<file path="config.mk">
export PLATFORM = sky130hd
export DESIGN_NAME = demux_sync_sink
export DESIGN_NICKNAME = d
export VERILOG_FILES = /design/src/rtl/demux_sync_sink_pkg.sv /design/src/rtl/hs_sync_rx.sv /design/src/rtl/demux_sync_sink.sv
export SDC_FILE = /design/constraint.sdc
export NUM_CORES = 1
export LEC_CHECK = 0
export CAP_MARGIN = 40
export CORE_UTILIZATION = 23
export DETAILED_ROUTE_END_ITERATION = 6
export GPL_TIMING_DRIVEN = 1
export PLACE_DENSITY_LB_ADDON = 0.3
export SLEW_MARGIN = 30
export SYNTH_ARGS = -nofsm -noshare
export SYNTH_HDL_FRONTEND = slang
export SYNTH_SLANG_ARGS = --single-unit
</file>
<file path="constraint.sdc">
create_clock -name clk -period 2.5 [get_ports clk]
set_input_delay 0.5 -clock clk [delete_from_list [all_inputs] [get_ports clk]]
set_output_delay 0.5 -clock clk [all_outputs]
set_load 0.02 [all_outputs]
</file>
<file path="src/rtl/demux_sync_sink_pkg.sv">
// Shared types and helpers for the bundled-data demux sink.
package demux_sync_sink_pkg;

  typedef enum logic {
    CH_IDLE = 1'b0,
    CH_ACK  = 1'b1
  } ch_state_t;

  localparam logic SEL_B0 = 1'b0;
  localparam logic SEL_B1 = 1'b1;

  // Ceiling log2, used to size FIFO pointers at elaboration time.
  function automatic int clog2(input int v);
    int r;
    r = 0;
    for (int i = 0; i < 31; i++) begin
      if ((1 << i) < v) r = i + 1;
    end
    return r;
  endfunction

endpackage

</file>
<file path="src/rtl/hs_sync_rx.sv">
// One 4-phase receive channel: request synchroniser, IDLE/ACK FSM and ack flop.
module hs_sync_rx
  import demux_sync_sink_pkg::*;
#(
  parameter int SYNC_STAGES = 2
) (
  input  logic clk,
  input  logic rst,
  input  logic req_i,
  input  logic grant_i,
  output logic want_o,
  output logic ack_o
);

  logic [SYNC_STAGES-1:0] sync_q;
  ch_state_t              state_q, state_d;
  logic                   ack_q, ack_d;
  logic                   rs;

  assign rs    = sync_q[SYNC_STAGES-1];
  assign ack_o = ack_q;

  // Request synchroniser chain; rs is the last flop.
  always_ff @(posedge clk or negedge rst) begin
    if (!rst) sync_q <= '0;
    else      sync_q <= {sync_q[SYNC_STAGES-2:0], req_i};
  end

  // Channel state and acknowledge registers.
  always_ff @(posedge clk or negedge rst) begin
    if (!rst) begin
      state_q <= CH_IDLE;
      ack_q   <= 1'b0;
    end else begin
      state_q <= state_d;
      ack_q   <= ack_d;
    end
  end

  // Ask for a push only while idle; ack goes high on the push edge and
  // drops once the synchronised request has returned to zero.
  always_comb begin
    state_d = state_q;
    ack_d   = ack_q;
    want_o  = 1'b0;
    case (state_q)
      CH_IDLE: begin
        want_o = rs;
        if (rs && grant_i) begin
          state_d = CH_ACK;
          ack_d   = 1'b1;
        end
      end
      CH_ACK: begin
        if (!rs) begin
          state_d = CH_IDLE;
          ack_d   = 1'b0;
        end
      end
    endcase
  end

endmodule

</file>
<file path="src/rtl/demux_sync_sink.sv">
// Clocked sink for the two demux branches: sync, capture, tag and queue words.
module demux_sync_sink
  import demux_sync_sink_pkg::*;
#(
  parameter int N           = 32,
  parameter int SYNC_STAGES = 2,
  parameter int DEPTH       = 2
) (
  input  logic         clk,
  input  logic         rst,
  input  logic         r0_i,
  output logic         a0_o,
  input  logic [N-1:0] d0_i,
  input  logic         r1_i,
  output logic         a1_o,
  input  logic [N-1:0] d1_i,
  output logic         v_o,
  input  logic         rdy_i,
  output logic [N-1:0] d_o,
  output logic         sel_o
);

  localparam int AW = clog2(DEPTH);
  localparam int CW = AW + 1;

  logic          want0, want1, grant0, grant1;
  logic          full, push, pop;
  logic [N:0]    push_word, head, last_q;
  logic [N:0]    mem_q [DEPTH];
  logic [AW-1:0] wptr_q, wptr_d, rptr_q, rptr_d;
  logic [CW-1:0] cnt_q, cnt_d;

  hs_sync_rx #(.SYNC_STAGES(SYNC_STAGES)) u_rx0 (
    .clk(clk), .rst(rst), .req_i(r0_i), .grant_i(grant0), .want_o(want0), .ack_o(a0_o)
  );

  hs_sync_rx #(.SYNC_STAGES(SYNC_STAGES)) u_rx1 (
    .clk(clk), .rst(rst), .req_i(r1_i), .grant_i(grant1), .want_o(want1), .ack_o(a1_o)
  );

  // Full is judged on the registered count only, so a same-cycle pop never
  // opens space for a push. Branch 0 wins a tie.
  assign full      = (cnt_q == CW'(DEPTH));
  assign grant0    = want0 && !full;
  assign grant1    = want1 && !want0 && !full;
  assign push      = grant0 || grant1;
  assign push_word = grant0 ? {SEL_B0, d0_i} : {SEL_B1, d1_i};

  assign v_o  = (cnt_q != '0);
  assign pop  = v_o && rdy_i;
  assign head = mem_q[rptr_q];

  // When empty, show the last word popped (zero after reset).
  assign {sel_o, d_o} = v_o ? head : last_q;

  // Pointer and occupancy next-state.
  always_comb begin
    wptr_d = wptr_q;
    rptr_d = rptr_q;
    cnt_d  = cnt_q;
    if (push) wptr_d = wptr_q + AW'(1);
    if (pop)  rptr_d = rptr_q + AW'(1);
    if (push && !pop) cnt_d = cnt_q + CW'(1);
    if (!push && pop) cnt_d = cnt_q - CW'(1);
  end

  // FIFO pointers and count.
  always_ff @(posedge clk or negedge rst) begin
    if (!rst) begin
      wptr_q <= '0;
      rptr_q <= '0;
      cnt_q  <= '0;
    end else begin
      wptr_q <= wptr_d;
      rptr_q <= rptr_d;
      cnt_q  <= cnt_d;
    end
  end

  // Storage: capture the tagged word on the push edge; data bypasses the
  // synchroniser because bundling keeps it stable well before rs rises.
  always_ff @(posedge clk or negedge rst) begin
    if (!rst) begin
      for (int i = 0; i < DEPTH; i++) mem_q[i] <= '0;
    end else if (push) begin
      mem_q[wptr_q] <= push_word;
    end
  end

  // Remember the word being popped so the output holds it once empty.
  always_ff @(posedge clk or negedge rst) begin
    if (!rst)     last_q <= '0;
    else if (pop) last_q <= head;
  end

endmodule

</file>
==> results.json <==
{
  "status": "finished clean",
  "synth.top_cells.by_area": "dfrtp_1, mux2i_1, o221a_1",
  "fin_crit_ps": 2380,
  "area_delta_synth_final_pct": 29.2,
  "critPathKind": "flop to output port",
  "yosysTopAreaCell": "dfrtp_1",
  "rsz0062_at_grt": "no",
  "end_kind": "output port",
  "ys_ff_latch": 111,
  "hold_slack_ps": 187,
  "maxCapViolCount": 0,
  "drt-met1-wl_um": 8210,
  "reg2regPathDepth": 4,
  "synth_common_cells": "dfrtp_1, inv_1, nor2_1",
  "hp-class": "input pin to async pin",
  "max_slew.worst_pin.slew_ps": 790,
  "worstSetupStartpoint": "cnt_q[1]$_DFFE_PN0P_",
  "first_iter_violations": 428,
  "grt_pass1_wl_um": 27500,
  "hold_viol": 0,
  "die_h_um": 159,
  "postCtsHoldBufs": 0,
  "synth_top_area_share_pct": 49.1,
  "fin_nets": 740,
  "yosysMostFrequentCell": "dfrtp_1",
  "dr.max_layer_used": "met4",
  "fmax_ghz": 0.419,
  "r2r_end": "mem_q[5]$_DFFE_PN0P_",
  "postRouteWirelength_um": 17200,
  "relSlewSlack_pct": 47.3,
  "seq_area_frac_synth_pct": 49.1,
  "dpl.hpwl_um": 11300,
  "drtPass1Iterations": 5,
  "synthCells": 596,
  "tns_ps": 0,
  "gr-total-overflow": 0,
  "multi_input_comb_area_mm2": 0.00238,
  "antenna_cells": 0,
  "setup_ws_ps": 116,
  "clk_pin_slew_worst_paths_ps": 70,
  "die_x_um": 159,
  "wire_per_inst_um": 17.3,
  "antenna_found_initial": 0,
  "htreeDepth": 3,
  "postCtsResizedCells": 33,
  "r2r_start": "cnt_q[0]$_DFFE_PN0P_",
  "ant_nets": 0,
  "dr_wl_met2_um": 7950,
  "arrival_ps": 1880,
  "viasPerCell": 4.74,
  "cts_setup_buffers": 0,
  "place.gp.congestion": 0.690,
  "crit_path_max_fanout": 41,
  "post-route-period-util_pct": 95.4,
  "start_kind": "flop",
  "grt_max_degree": 112,
  "drcViolationCount": 0,
  "fin_worst_skew_ps": 7.04,
  "critPathRequiredTime_ps": 2000,
  "setup_viol_count_final": 0,
  "peakVddDrop_mv": 0.535,
  "ys.flop_type": "dfrtp_1",
  "clock-sinks": 111,
  "clockBufferDepth": 2,
  "leakage_uw": 0.00313,
  "reg2reg_slack_ps": 500,
  "track_usage_pct": 14.0,
  "synth-edff-count": 0,
  "io_buffers": 104,
  "cts_root_buffer": "clkbuf_16",
  "syn-num-nets": 666,
  "row_count": 56,
  "drv_slew": 0,
  "numCtsBuffers": 9,
  "vias": 4714,
  "yosysWarnings": 0,
  "avgSynthCellArea_um2": 9.48,
  "synth_area_mm2": 0.00565,
  "ios": 105,
  "critPathCapture": "v_o",
  "pre_cts_ws_ps": 191,
  "die_area_mm2": 0.0252,
  "start_util_pct": 23.8,
  "grt_pass1_vias": 4814,
  "wl_met3_um": 801,
  "powerDensity_mw_per_mm2": 1320,
  "synthArstFlopShare_pct": 100,
  "drive_gt1_share_pct": 8.30,
  "coreArea_mm2": 0.0238,
  "clock_latency_ps": 350,
  "ff_latch_area_mm2": 0.00278,
  "fillerInstances": 2479,
  "ys_types": 31,
  "cts_tree": "done"
}
==> registers in the layout, summed over array words and instances (netlist names) <==
register and count:
u_rx1.state_q 1, cnt_q 2, last_q 33, u_rx1.ack_o 1, u_rx0.ack_o 1, u_rx1.sync_q 2, u_rx0.state_q 1, rptr_q 1
wptr_q 1, u_rx0.sync_q 2, mem_q 66
==> area by class of cell <==
type / instances / area share (%)
timing repair buffer: 127 / 16.6
sequential: 111 / 38.1
clock inverter: 4 / 0.274
inverter: 67 / 3.44
tap: 319 / 5.47
clock buffer: 12 / 3.51
multi-input combinational: 354 / 32.6
==> worst max-delay path: stages, from the launching register on <==
cell and delay [ps]:
dfrtp_1 370, or2_2 300, buf_4 270, clkdlybuf4s50_1 590
==> per-layer routing <==
metal | GRT usage, % | vias up
met2 | 22.5 | 143
met1 | 18.9 | 2255
met4 | 4.24 | 0
met3 | 2.53 | 18
li1 | - | 2298
met5 | 0 | -
==> per-stage QoR <==
step | total power (uW) | utilization, % | instance area [um2] | instances
5_1_grt | 10400 | 30.7 | 7300 | 994
2_1_floorplan | 6540 | - | 5650 | 596
6_report | 9640 | 30.7 | 7300 | 994
4_1_cts | 9790 | 30.7 | 7300 | 994
3_3_place_gp | 8630 | 29.6 | 7040 | 976
3_5_place_dp | 8730 | 29.7 | 7070 | 978
==> cell families (layout without fill, tap and decap cells) <==
family / count (synthesis) / count (layout) / share of synthesized area (%)
AOI/OAI and AO/OA: 141 / 141 / 19.4
xor gates and xnor gates: 5 / 5 / 0.775
adders and majority gates: 1 / 1 / 0.221
buffers and inverters: 131 / 210 / 9.74
DFF: 111 / 111 / 49.1
muxes: 33 / 33 / 5.84
and+or+nand+nor: 174 / 174 / 14.8
==> how the worst min path moves through the flow <==
stage	start	endpoint
after global routing	rst	mem_q[60]$_DFFE_PN0P_
after detailed placement	u_rx1.sync_q[0]$_DFF_PN0_	u_rx1.sync_q[1]$_DFF_PN0_
after global placement	u_rx1.sync_q[0]$_DFF_PN0_	u_rx1.sync_q[1]$_DFF_PN0_
final	rst	mem_q[26]$_DFFE_PN0P_
after floorplan	rst	cnt_q[0]$_DFFE_PN0P_
after CTS	rst	mem_q[60]$_DFFE_PN0P_
==> layout by cell type (no fill, tap or decap), drive strengths merged, types with 2 or more instances in the layout <==
| cell | Yosys | final |
|---|---|---|
| inv | 67 | 67 |
| clkbuf | 41 | 12 |
| o21a | 2 | 2 |
| xnor2 | 4 | 4 |
| nor2b | 3 | 3 |
| buf | 23 | 24 |
| nand2 | 33 | 33 |
| a22o | 2 | 2 |
| o221a | 32 | 32 |
| mux2i | 33 | 33 |
| dlygate4sd2 | 0 | 33 |
| o21ai | 35 | 35 |
| a21oi | 34 | 34 |
| nor4 | 32 | 32 |
| dfrtp | 111 | 111 |
| clkdlybuf4s50 | 0 | 70 |
| nand2b | 4 | 4 |
| nor2 | 67 | 67 |
| nand4 | 32 | 32 |
| a222oi | 32 | 32 |
| clkinv | 0 | 4 |
==> power by group <==
group	internal, uW	leakage (uW)	switching, uW
clock	726	0.000142	662
combinational	2110	0.00174	3030
sequential	2660	0.00125	451
total	5490	0.00313	4140
Power figures use the tool's default switching activity.
